File: src/rtl/c16_snd_pkg.sv
// Shared constants and helpers for the c16 sound block.
package c16_snd_pkg;

  typedef enum logic [1:0] {
    P_PERIOD = 2'd0,
    P_VOL    = 2'd1,
    P_DUR    = 2'd2,
    P_WAVE   = 2'd3
  } param_e;

  localparam int          NUM_CH    = 4;
  localparam logic [15:0] DUR_INF   = 16'hFFFF;
  localparam logic [14:0] LFSR_SEED = 15'h0001;

  // Taps x^15 + x^14 + 1: new bit enters at bit 0.
  function automatic logic [14:0] lfsr_next(input logic [14:0] s);
    return {s[13:0], s[14] ^ s[13]};
  endfunction

endpackage

File: src/rtl/c16_snd_channel.sv
// One tone/noise channel: registers, phase counter, LFSR, output level and
// duration countdown.
module c16_snd_channel
  import c16_snd_pkg::*;
(
  input  logic        clk,
  input  logic        resetn,
  input  logic        wen,
  input  logic [1:0]  param,
  input  logic [15:0] val,
  input  logic        s_tick,
  input  logic        d_tick,
  output logic        active,
  output logic [3:0]  contrib
);

  logic [15:0] period;
  logic [3:0]  vol;
  logic [15:0] dur;
  logic        wave;
  logic [15:0] phase;
  logic [14:0] lfsr;
  logic        level;
  logic [14:0] lfsr_nx;
  logic        wrap;

  assign lfsr_nx = lfsr_next(lfsr);
  assign wrap    = ({1'b0, phase} + 17'd1) >= {1'b0, period};
  assign contrib = level ? vol : 4'd0;

  // Later assignments override earlier ones: sample tick, then duration
  // expiry, then the CPU write for the fields it touches.
  always_ff @(posedge clk) begin
    if (!resetn) begin
      period <= '0;
      vol    <= '0;
      dur    <= '0;
      wave   <= 1'b0;
      phase  <= '0;
      lfsr   <= LFSR_SEED;
      level  <= 1'b0;
      active <= 1'b0;
    end else begin
      if (s_tick && active && (period != 16'd0)) begin
        if (wrap) begin
          phase <= '0;
          if (wave) begin
            lfsr  <= lfsr_nx;
            level <= lfsr_nx[0];
          end else begin
            level <= ~level;
          end
        end else begin
          phase <= phase + 16'd1;
        end
      end

      if (d_tick && active && (dur != 16'd0) && (dur != DUR_INF)) begin
        dur <= dur - 16'd1;
        if (dur == 16'd1) begin
          active <= 1'b0;
          level  <= 1'b0;
          phase  <= '0;
        end
      end

      if (wen) begin
        case (param)
          P_PERIOD: begin
            period <= val;
            phase  <= '0;
          end
          P_VOL: vol <= val[3:0];
          P_DUR: begin
            dur    <= val;
            active <= (val != 16'd0);
            if (val == 16'd0) begin
              level <= 1'b0;
              phase <= '0;
            end
          end
          P_WAVE: wave <= val[0];
          default: ;
        endcase
      end
    end
  end

endmodule

File: src/rtl/c16_snd.sv
// Four-channel tone/noise generator fed by the c16 sound write port; mixes
// to an 8-bit sample and a 1-bit PWM pin.
module c16_snd
  import c16_snd_pkg::*;
#(
  parameter int SAMPLE_DIV = 1136,
  parameter int DUR_DIV    = 50000
) (
  input  logic        clk,
  input  logic        resetn,
  input  logic        snd_wen,
  input  logic [1:0]  w_param,
  input  logic [10:0] w_index,
  input  logic [15:0] w_val,
  output logic [7:0]  sample,
  output logic        sample_valid,
  output logic        pwm_out,
  output logic [3:0]  active
);

  localparam int SW = $clog2(SAMPLE_DIV);
  localparam int DW = $clog2(DUR_DIV);

  logic [SW-1:0]           s_cnt;
  logic [DW-1:0]           d_cnt;
  logic                    s_tick;
  logic                    d_tick;
  logic                    tick_d1;
  logic                    wr_ok;
  logic [NUM_CH-1:0]       ch_wen;
  logic [NUM_CH-1:0][3:0]  contrib;
  logic [5:0]              sum;
  logic [7:0]              pwm_cnt;

  assign s_tick = (s_cnt == SW'(SAMPLE_DIV - 1));
  assign d_tick = (d_cnt == DW'(DUR_DIV - 1));
  assign wr_ok  = snd_wen && (w_index[10:2] == 9'd0);

  always_comb begin
    ch_wen = '0;
    for (int i = 0; i < NUM_CH; i++) begin
      ch_wen[i] = wr_ok && (w_index[1:0] == 2'(i));
    end
  end

  for (genvar i = 0; i < NUM_CH; i++) begin : gen_ch
    c16_snd_channel u_ch (
      .clk     (clk),
      .resetn  (resetn),
      .wen     (ch_wen[i]),
      .param   (w_param),
      .val     (w_val),
      .s_tick  (s_tick),
      .d_tick  (d_tick),
      .active  (active[i]),
      .contrib (contrib[i])
    );
  end

  always_comb begin
    sum = '0;
    for (int i = 0; i < NUM_CH; i++) begin
      sum = sum + 6'(contrib[i]);
    end
  end

  // Channels settle at the end of the tick cycle; the mix is captured one
  // cycle later so sample and its strobe line up.
  always_ff @(posedge clk) begin
    if (!resetn) begin
      s_cnt        <= '0;
      d_cnt        <= '0;
      tick_d1      <= 1'b0;
      sample       <= '0;
      sample_valid <= 1'b0;
      pwm_cnt      <= '0;
      pwm_out      <= 1'b0;
    end else begin
      s_cnt        <= s_tick ? '0 : s_cnt + 1'b1;
      d_cnt        <= d_tick ? '0 : d_cnt + 1'b1;
      tick_d1      <= s_tick;
      sample_valid <= tick_d1;
      if (tick_d1) sample <= {sum, 2'b00};
      pwm_cnt      <= pwm_cnt + 8'd1;
      pwm_out      <= (pwm_cnt < sample);
    end
  end

endmodule

File: config.mk
export PLATFORM = sky130hd
export DESIGN_NAME = c16_snd
export DESIGN_NICKNAME = d
export VERILOG_FILES = /design/src/rtl/c16_snd_pkg.sv /design/src/rtl/c16_snd_channel.sv /design/src/rtl/c16_snd.sv
export SDC_FILE = /design/constraint.sdc
export NUM_CORES = 1
export LEC_CHECK = 0
export BUFFER_PORTS_ARGS = -buffer_cell sky130_fd_sc_hd__buf_2
export CORE_AREA = 2 2 185 187
export CTS_BUF_LIST = sky130_fd_sc_hd__clkbuf_8
export DETAILED_ROUTE_END_ITERATION = 10
export DIE_AREA = 0 0 187 189
export GPL_ROUTABILITY_DRIVEN = 0
export GPL_TIMING_DRIVEN = 0
export PLACE_DENSITY = 0.71
export SLEW_MARGIN = 20
export SYNTH_ARGS = -nofsm -noshare
export SYNTH_HDL_FRONTEND = slang
export SYNTH_HIERARCHICAL = 1
export SYNTH_SLANG_ARGS = --single-unit
File: constraint.sdc
create_clock -name clk -period 4.55 [get_ports clk]
set_clock_uncertainty 0.05 [all_clocks]
set_input_delay 0.91 -clock clk [delete_from_list [all_inputs] [get_ports clk]]
set_output_delay 0.91 -clock clk [all_outputs]
set_load 0.01 [all_outputs]
==> metrics.md, run 1 <==
| Metric | Value |
|---|---|
| Chip height | `around 190 um` |
| Leakage | `around 0.0075 uW` |
| DRT Wirelength | `between 40 and 50 mm` |
| Starting DRT DRC Count | `between 1,000 and 1,500` |
| Area grow syn2layout | `10.5%` |
| Post-DR wirelength/cell | `approximately 17 um` |
| Min cycle time layout | `about 4.2 ns` |
| Synth cell count leaders | `dfxtp_1 (324), nand2_1 (324), a21oi_1 (157), nand3_1 (126), inv_1 (107)` |
| RSZ-0062 raised after global routing | `false` |
| Post-synth EDFFs | `0` |
| Wl on met1 | `a little over 20 mm` |
| Max_slew headroom | `a little under a quarter` |
| Drc violations | `0` |
| Worst hold path type | `reg2reg` |
| Critical path depth | `13` |
| CP endpoint kind | `flip-flop` |
| Layout fillers | `about 3,000` |
| Iteration count of the initial detailed-routing pass | `6` |
| CP required | `around 5.0 ns` |
| Starting density of the core | `a little over half` |
| First-pass GRT wire length | `75.5 mm` |
| Setup WS post-layout | `about 0.3 ns` |
| CP Launch Type | `flip-flop` |
| Synthesized flop and latch total | `324` |
| Die extent in x | `about 190 um` |
| Worst Path Buf+Inv | `2` |
| Clock Tree Root | `clkbuf_8` |
| Critical Path End | `gen_ch[1].u_ch/phase[3]` |
| Status | `finished, final reports clean` |
| Synthesis Warnings | `6` |
| Post-route cell area | `0.0199 mm^2` |
| Reg2Reg Depth | `13` |
| Initial antenna violation count | `3` |
| Place WS | `0.268 ns` |
| Reg2Reg Capture Point | `gen_ch[1].u_ch/phase[3]` |
| Critical Path Max Stage Delay | `roughly 0.54 ns` |
| Num rows | `between 60 and 70` |
| Post-DP HPWL | `31.5 mm` |
| Clk buf depth | `3` |
| DP Area | `around 0.019 mm^2` |
| Die Area | `roughly 0.035 mm^2` |
| CTS Buf Count | `55` |
| CTS tree | `yes` |
| Syn avg cell area | `between 8 and 9 um^2` |
| Clk slew on worst S/H paths | `0.06 ns` |
| Critical R2R Launch | `gen_ch[1].u_ch/phase[0]` |
| Register area share after synthesis | `36.0%` |
| Max-cap violations | `0` |
| Number of global-route vias before repair | `between 15,000 and 20,000` |
| Crit Path Max Fanout | `10` |
| # setup viols final | `0` |
| Dpl cells | `about 2,700` |
| Syn Inst Count | `2,179` |
| Final Core Density | `between 50% and 60%` |
| Slowest cell on the critical path | `nor4_2` |
| Max Used Layer | `met5` |
| Share of cells above drive strength 1 | `under 10%` |
| Top cell type's share of synthesized area | `~36%` |
| Worst path arrival time | `4.69 ns` |
| Core ar. | `0.0333 mm^2` |
| Peak supply drop | `about 0.24 mV` |
| Total setup buffers inserted after CTS | `0` |
| Overall global routing resource usage | `about a quarter` |
| Top post-synthesis cells by area | `dfxtp_1 (36%), nand2_1 (6.7%), ha_1 (6.7%)` |
| Overflow after GRT | `0` |
| Fin crit share | `about 93%` |
| Final Max Slew Viols | `0` |
| DR WL met2 | `between 20 and 25 mm` |
| Layout net count | `2,417` |
| Total number of vias | `16,100` |
| IO Port Bufs | `between 40 and 50` |
| Critical-path cell list | `ha_1 -> nand4_1 -> nor4_2 -> xor2_1 -> ha_1 -> nand3_1 -> nor3_1 -> o211ai_1 -> nand3_1 -> clkbuf_1 -> clkbuf_1 -> o21ai_0 -> a32o_1` |
| Largest net degree at the start of global routing | `21` |
| Post-route ant nets | `0` |
| Clk_lat worst skew | `0.63 ns` |
| Slew @ Worst Pin | `1.13 ns` |
| Worst Setup SP | `gen_ch[1].u_ch/phase[0]` |
| CP Class | `reg2reg` |
| Final Hold Viols | `0` |
| Clock sink count | `324` |
| IO Count | `46` |
| Setup TNS | `0 ns` |
| Top FF cell, synth | `dfxtp_1` |
| Synth cell types | `~90` |
| Source of the worst hold timing path | `s_cnt[0]` |
| Pwr per Cell Area | `280 mW/mm^2` |
| Post-DR vias/cell | `just under 6` |
| CTS H-tree lvls | `2` |
| Max Fclk | `between 200 and 250 MHz` |
| FF-to-FF setup slack | `0.30 ns` |
| Post-synth ARST share | `0%` |
| Met3 WL post-DR | `between 3 and 4 mm` |
| Hold_buf cts | `0` |
| Post-synth design cell area | `0.0180 mm^2` |
| Critical path's top delay family | `simple AND/OR/NAND/NOR gates` |
| Area leader, netlist | `dfxtp_1` |
| Non-filler cells, final | `between 2,000 and 3,000` |
[cell usage in the layout (no fill, tap or decap), types with 67 or more instances in the layout]
master / count
clkbuf_8: 68
clkbuf_1: 79
ha_1: 97
dfxtp_1: 324
nand2_1: 324
xnor2_1: 73
inv_1: 130
nor2_1: 85
a21oi_1: 157
xor2_1: 67
o21ai_0: 100
nand3_1: 126
[stage by stage]
step	total power [uW]	hold WS (ns)
after CTS	5660	0.395
after global routing	5790	0.410
final	5580	0.393
after global placement	3090	0.373
after detailed placement	3090	0.387
after floorplan	2990	0.363
[cell families after synthesis]
| logic type | Yosys count | synth area share, % |
|---|---|---|
| flops | 324 | 36.0 |
| compound gates | 416 | 14.6 |
| fa+ha+maj | 105 | 7.62 |
| other cells | 1 | 0.0208 |
| simple gates | 913 | 26.6 |
| xor+xnor | 140 | 6.80 |
| mux | 60 | 3.34 |
| buf+inv | 220 | 5.07 |
[report_power, final]
| part | leakage (uW) | internal, uW | total [uW] | switching, uW |
|---|---|---|---|---|
| clock network | 0.000645 | 1390 | 2550 | 1160 |
| registers | 0.00261 | 2850 | 2850 | 7.03 |
| logic | 0.00428 | 46.3 | 182 | 136 |
[layer usage]
layer  GRT usage [%]  up-vias
met5               0        -
met4            10.1        4
met3            4.47       99
met2            42.8      454
met1            33.1     7650
li1                -     7925
[flip-flops by register name, indices dropped and copies added, names as in the netlist, 8 cells and up]
register,cells
gen_ch.u_ch/period,64
gen_ch.u_ch/dur,64
pwm_cnt,8
gen_ch.u_ch/lfsr,60
d_cnt,16
gen_ch.u_ch/phase,64
gen_ch.u_ch/vol,16
s_cnt,11
[cell type report]
| class | count | area (um^2) | share of cell area, % |
|---|---|---|---|
| Tap cell | 448 | 561 | 2.81 |
| Antenna cell | 1 | 2.50 | 0.0126 |
| Inverter | 109 | 409 | 2.05 |
| Clock buffer | 68 | 936 | 4.70 |
| Timing Repair Buffer | 43 | 215 | 1.08 |
| Multi-Input combinational cell | 1636 | 10700 | 53.6 |
| Sequential cell | 324 | 6490 | 32.5 |
| Buffer | 111 | 505 | 2.54 |
| Clock inverter | 29 | 141 | 0.709 |
[worst register-to-register path, stage by stage (launching register included)]
cell and delay, ns:
dfxtp_1 0.42, ha_1 0.31, nand4_1 0.27, nor4_2 0.54, xor2_1 0.16, ha_1 0.34, nand3_1 0.10, nor3_1 0.36
o211ai_1 0.15, nand3_1 0.13, clkbuf_1 0.34, clkbuf_1 0.44, o21ai_0 0.22, a32o_1 0.30
[how the worst min path moves through the flow]
stage          slack [ns]  cells after the start        to
3_5_place_dp         0.39                      1  s_cnt[0]
5_1_grt              0.41                      1  s_cnt[0]
6_report             0.39                      1  s_cnt[0]
3_3_place_gp         0.37                      1  s_cnt[0]
2_1_floorplan        0.36                      1  s_cnt[0]
4_1_cts              0.40                      1  s_cnt[0]
[repair_timing]
action                                 in CTS  in global routing
endpoints found under the hold margin       0                  0
gates resized for setup                     0                  5
setup endpoints to repair                   0                 18
Power figures use the tool's default switching activity.
==> run 2, diff against run 1 <==
--- a/config.mk
+++ b/config.mk
@@ -6,15 +6,14 @@
 export NUM_CORES = 1
 export LEC_CHECK = 0
 export BUFFER_PORTS_ARGS = -buffer_cell sky130_fd_sc_hd__buf_2
-export CORE_AREA = 2 2 185 187
+export CORE_AREA = 2 2 179 181
 export CTS_BUF_LIST = sky130_fd_sc_hd__clkbuf_8
 export DETAILED_ROUTE_END_ITERATION = 10
-export DIE_AREA = 0 0 187 189
+export DIE_AREA = 0 0 181 183
 export GPL_ROUTABILITY_DRIVEN = 0
 export GPL_TIMING_DRIVEN = 0
 export PLACE_DENSITY = 0.71
 export SLEW_MARGIN = 20
 export SYNTH_ARGS = -nofsm -noshare
 export SYNTH_HDL_FRONTEND = slang
-export SYNTH_HIERARCHICAL = 1
 export SYNTH_SLANG_ARGS = --single-unit
==> metrics.md, run 2 <==
| Metric | Value |
|---|---|
| Layout fillers | `2,839 (-5.3%)` |
| Starting density of the core | `54.4% (+0.23 points)` |
| Leakage | `0.00698 uW (-7.4%)` |
| Top cell type's share of synthesized area | `38.2% (+2.2 points)` |
| Final Core Density | `60.4% (+0.52 points)` |
| IO Port Bufs | `27 (-37%)` |
| Overall global routing resource usage | `27.0% (+1.3 points)` |
| Clk buf depth | `3 (unchanged)` |
| Die Area | `0.0331 mm^2 (-6.3%)` |
| Drc violations | `0 (unchanged)` |
| Top FF cell, synth | `dfxtp_1` |
| Critical path's top delay family | `compound AO/OA/AOI/OAI gates` |
| Most common cell after layout, fill and taps aside | `dfxtp_1` |
| Regs by FF count | `gen_ch.u_ch.dur: 64 flops, gen_ch.u_ch.period: 64 flops, gen_ch.u_ch.phase: 64 flops` |
| First-pass GRT wire length | `73.4 mm (-2.8%)` |
| Synth cell count leaders | `dfxtp_1 (324), nand2_1 (241), nor2_1 (171), a21oi_1 (169), nand3_1 (138)` |
| Initial antenna violation count | `2 (-1)` |
| RSZ-0062 raised after global routing | `false` |
| Min Hold Slack | `0.392 ns (-0.00133 ns)` |
| Fin crit share | `91.3% (-2.0 points)` |
| CTS H-tree lvls | `2 (unchanged)` |
| Num rows | `65 (-3.0%)` |
| Register area share after synthesis | `38.2% (+2.2 points)` |
| Worst hold path type | `reg2reg` |
| Ant. Diodes | `0 (-1)` |
| Layout net count | `2,293 (-5.1%)` |
| Area leader, netlist | `dfxtp_1` |
| Clock Tree Root | `clkbuf_8` |
| Number of global-route vias before repair | `14,600 (-6.0%)` |
| Met3 WL post-DR | `3.05 mm (-1.5%)` |
| Clk_lat worst skew | `0.61 ns (-0.02 ns)` |
| Core ar. | `0.0312 mm^2 (-6.2%)` |
| Critical Path Max Stage Delay | `0.40 ns (-0.14 ns)` |
| Chip height | `183 um (-3.2%)` |
| IO Count | `46 (unchanged)` |
| Worst Path Buf+Inv | `2 (unchanged)` |
| Post-route ant nets | `0 (unchanged)` |
| CP required | `4.94 ns (-0.06 ns)` |
| Pwr per Cell Area | `308 mW/mm^2 (+9.9%)` |
| CP Launch Type | `flip-flop` |
| Syn Inst Count | `2,076 (-4.7%)` |
| Syn avg cell area | `8.19 um^2 (-1.1%)` |
| DRT Wirelength | `45.3 mm (-1.1%)` |
| Share of cells above drive strength 1 | `7.00% (-1.6 points)` |
| Post-DP HPWL | `31.9 mm (+1.5%)` |
| Top-count cell post-synth | `dfxtp_1` |
| Post-DR wirelength/cell | `17.4 um (+5.2%)` |
| Post-synth design cell area | `0.0170 mm^2 (-5.8%)` |
| Min cycle time layout | `4.16 ns (-0.0904 ns)` |
| Synthesized flop and latch total | `324 (unchanged)` |
| Final Hold Viols | `0 (unchanged)` |
| Die extent in x | `181 um (-3.2%)` |
| Max-cap violations | `0 (unchanged)` |
| Clock sink count | `324 (unchanged)` |
| Peak supply drop | `0.191 mV (-21%)` |
| CTS Buf Count | `54 (-1.8%)` |
| CP Class | `reg2reg` |
| Status | `finished, final reports clean` |
| Crit Path Max Fanout | `10 (unchanged)` |
| Post-synth EDFFs | `0 (unchanged)` |
| Iteration count of the initial detailed-routing pass | `5 (-1)` |
| Max_slew headroom | `24.3% (+0.56 points)` |
| Starting DRT DRC Count | `1,269 (+15%)` |
| Largest net degree at the start of global routing | `14 (-33%)` |
| Post-route cell area | `0.0189 mm^2 (-5.3%)` |
| Final Max Slew Viols | `0 (unchanged)` |
| CP endpoint kind | `flip-flop` |
| DR WL met2 | `20.6 mm (-2.1%)` |
| Max Fclk | `241 MHz (+2.2%)` |
| # setup viols final | `0 (unchanged)` |
| Critical-path cell list | `ha_1 -> nand3_1 -> nor2_1 -> nand3_1 -> nor2_1 -> xor2_1 -> ha_1 -> a21oi_1 -> o21ai_0 -> a2111oi_0 -> a211oi_1 -> o211ai_1 -> buf_4 -> clkbuf_1 -> o21ai_0` |
| Wl on met1 | `20.1 mm (-0.93%)` |
| Synthesis Warnings | `0 (-6)` |
| CTS tree | `yes` |
| Total number of vias | `15,200 (-5.6%)` |
| Clk slew on worst S/H paths | `0.06 ns (about the same)` |
| Worst path arrival time | `4.55 ns (-0.14 ns)` |
| Slew @ Worst Pin | `1.12 ns (-0.00831 ns)` |
| Post-synth ARST share | `0% (unchanged)` |
| Synth cell types | `67 (-25%)` |
| Post-DR vias/cell | `5.85 (+0.44%)` |
| Slowest cell on the critical path | `dfxtp_1` |
| DP Area | `0.0176 mm^2 (-6.2%)` |
| Area grow syn2layout | `11.0%` |
| Max Used Layer | `met4` |
| Hold_buf cts | `0 (unchanged)` |
| Overflow after GRT | `0 (unchanged)` |
| Most frequent cells in the layout | `dfxtp_1 (324), nand2_1 (241), a21oi_1 (169)` |
| Top post-synthesis cells by area | `dfxtp_1 (38%), ha_1 (6.8%), nand2_1 (5.3%)` |
[run 2: worst paths after layout]
path                            cells after the start                      end                     from  slack [ns]
worst max-delay path                               15  gen_ch[2].u_ch.lfsr[10]  gen_ch[2].u_ch.phase[0]        0.39
worst min-delay path                                2   gen_ch[2].u_ch.lfsr[8]   gen_ch[2].u_ch.lfsr[7]        0.39
worst max register to register                     15  gen_ch[2].u_ch.lfsr[10]  gen_ch[2].u_ch.phase[0]        0.39
worst min register to register                      2   gen_ch[2].u_ch.lfsr[8]   gen_ch[2].u_ch.lfsr[7]        0.39
[run 2: kinds of logic after synthesis]
logic type | share of synthesized area, %
compound gates | 12.6
fa+ha+maj | 7.79
mux | 5.43
flops | 38.2
xor+xnor | 7.21
other cells | 0.0221
buf+inv | 5.17
simple gates | 23.6
[run 2: metal layers]
metal / vias to the layer above / GRT usage (%)
met5: - / 0
met4: 0 / 9.72
met3: 113 / 4.67
met2: 501 / 44.8
met1: 7230 / 35.5
li1: 7387 / -
[run 2: area by class of cell]
cell class	count	area, um^2	share of cell area (%)
multi-input cells	1530	9670	51.3
plain buffers	114	474	2.51
inverters	108	405	2.15
well taps	402	503	2.67
clock buffers	75	1030	5.47
flip-flops and latches	324	6490	34.4
clock inverters	22	149	0.789
repair buffers	28	143	0.756
[run 2: power by group]
group / internal, uW / switching [uW]
registers: 2840 / 5.03
clock network: 1570 / 1210
logic: 35.3 / 140
total: 4450 / 1360
[run 2: worst reg2reg max path: stages, from the launching register on]
cell,delay (ns)
dfxtp_1,0.40
ha_1,0.24
nand3_1,0.21
nor2_1,0.23
nand3_1,0.26
nor2_1,0.23
xor2_1,0.27
ha_1,0.32
a21oi_1,0.15
o21ai_0,0.12
a2111oi_0,0.40
a211oi_1,0.26
o211ai_1,0.22
buf_4,0.17
clkbuf_1,0.31
o21ai_0,0.16
[run 2: metrics by stage]
stage,cells,power (uW),setup WS [ns],TNS (ns)
global route,2603,5980,0.00354,0
floorplan,2077,3000,0.819,0
CTS,2603,5830,0.0159,0
finish,2603,5810,0.394,0
global placement,2506,3080,0.116,0
detailed placement,2506,3080,-0.00529,-0.00529
[run 2: timing repair]
item / CTS / global route
buffers inserted: 0 / 1
pin swaps: 0 / 1
endpoints found under the setup margin: 10 / 59
resized for setup: 1 / 12
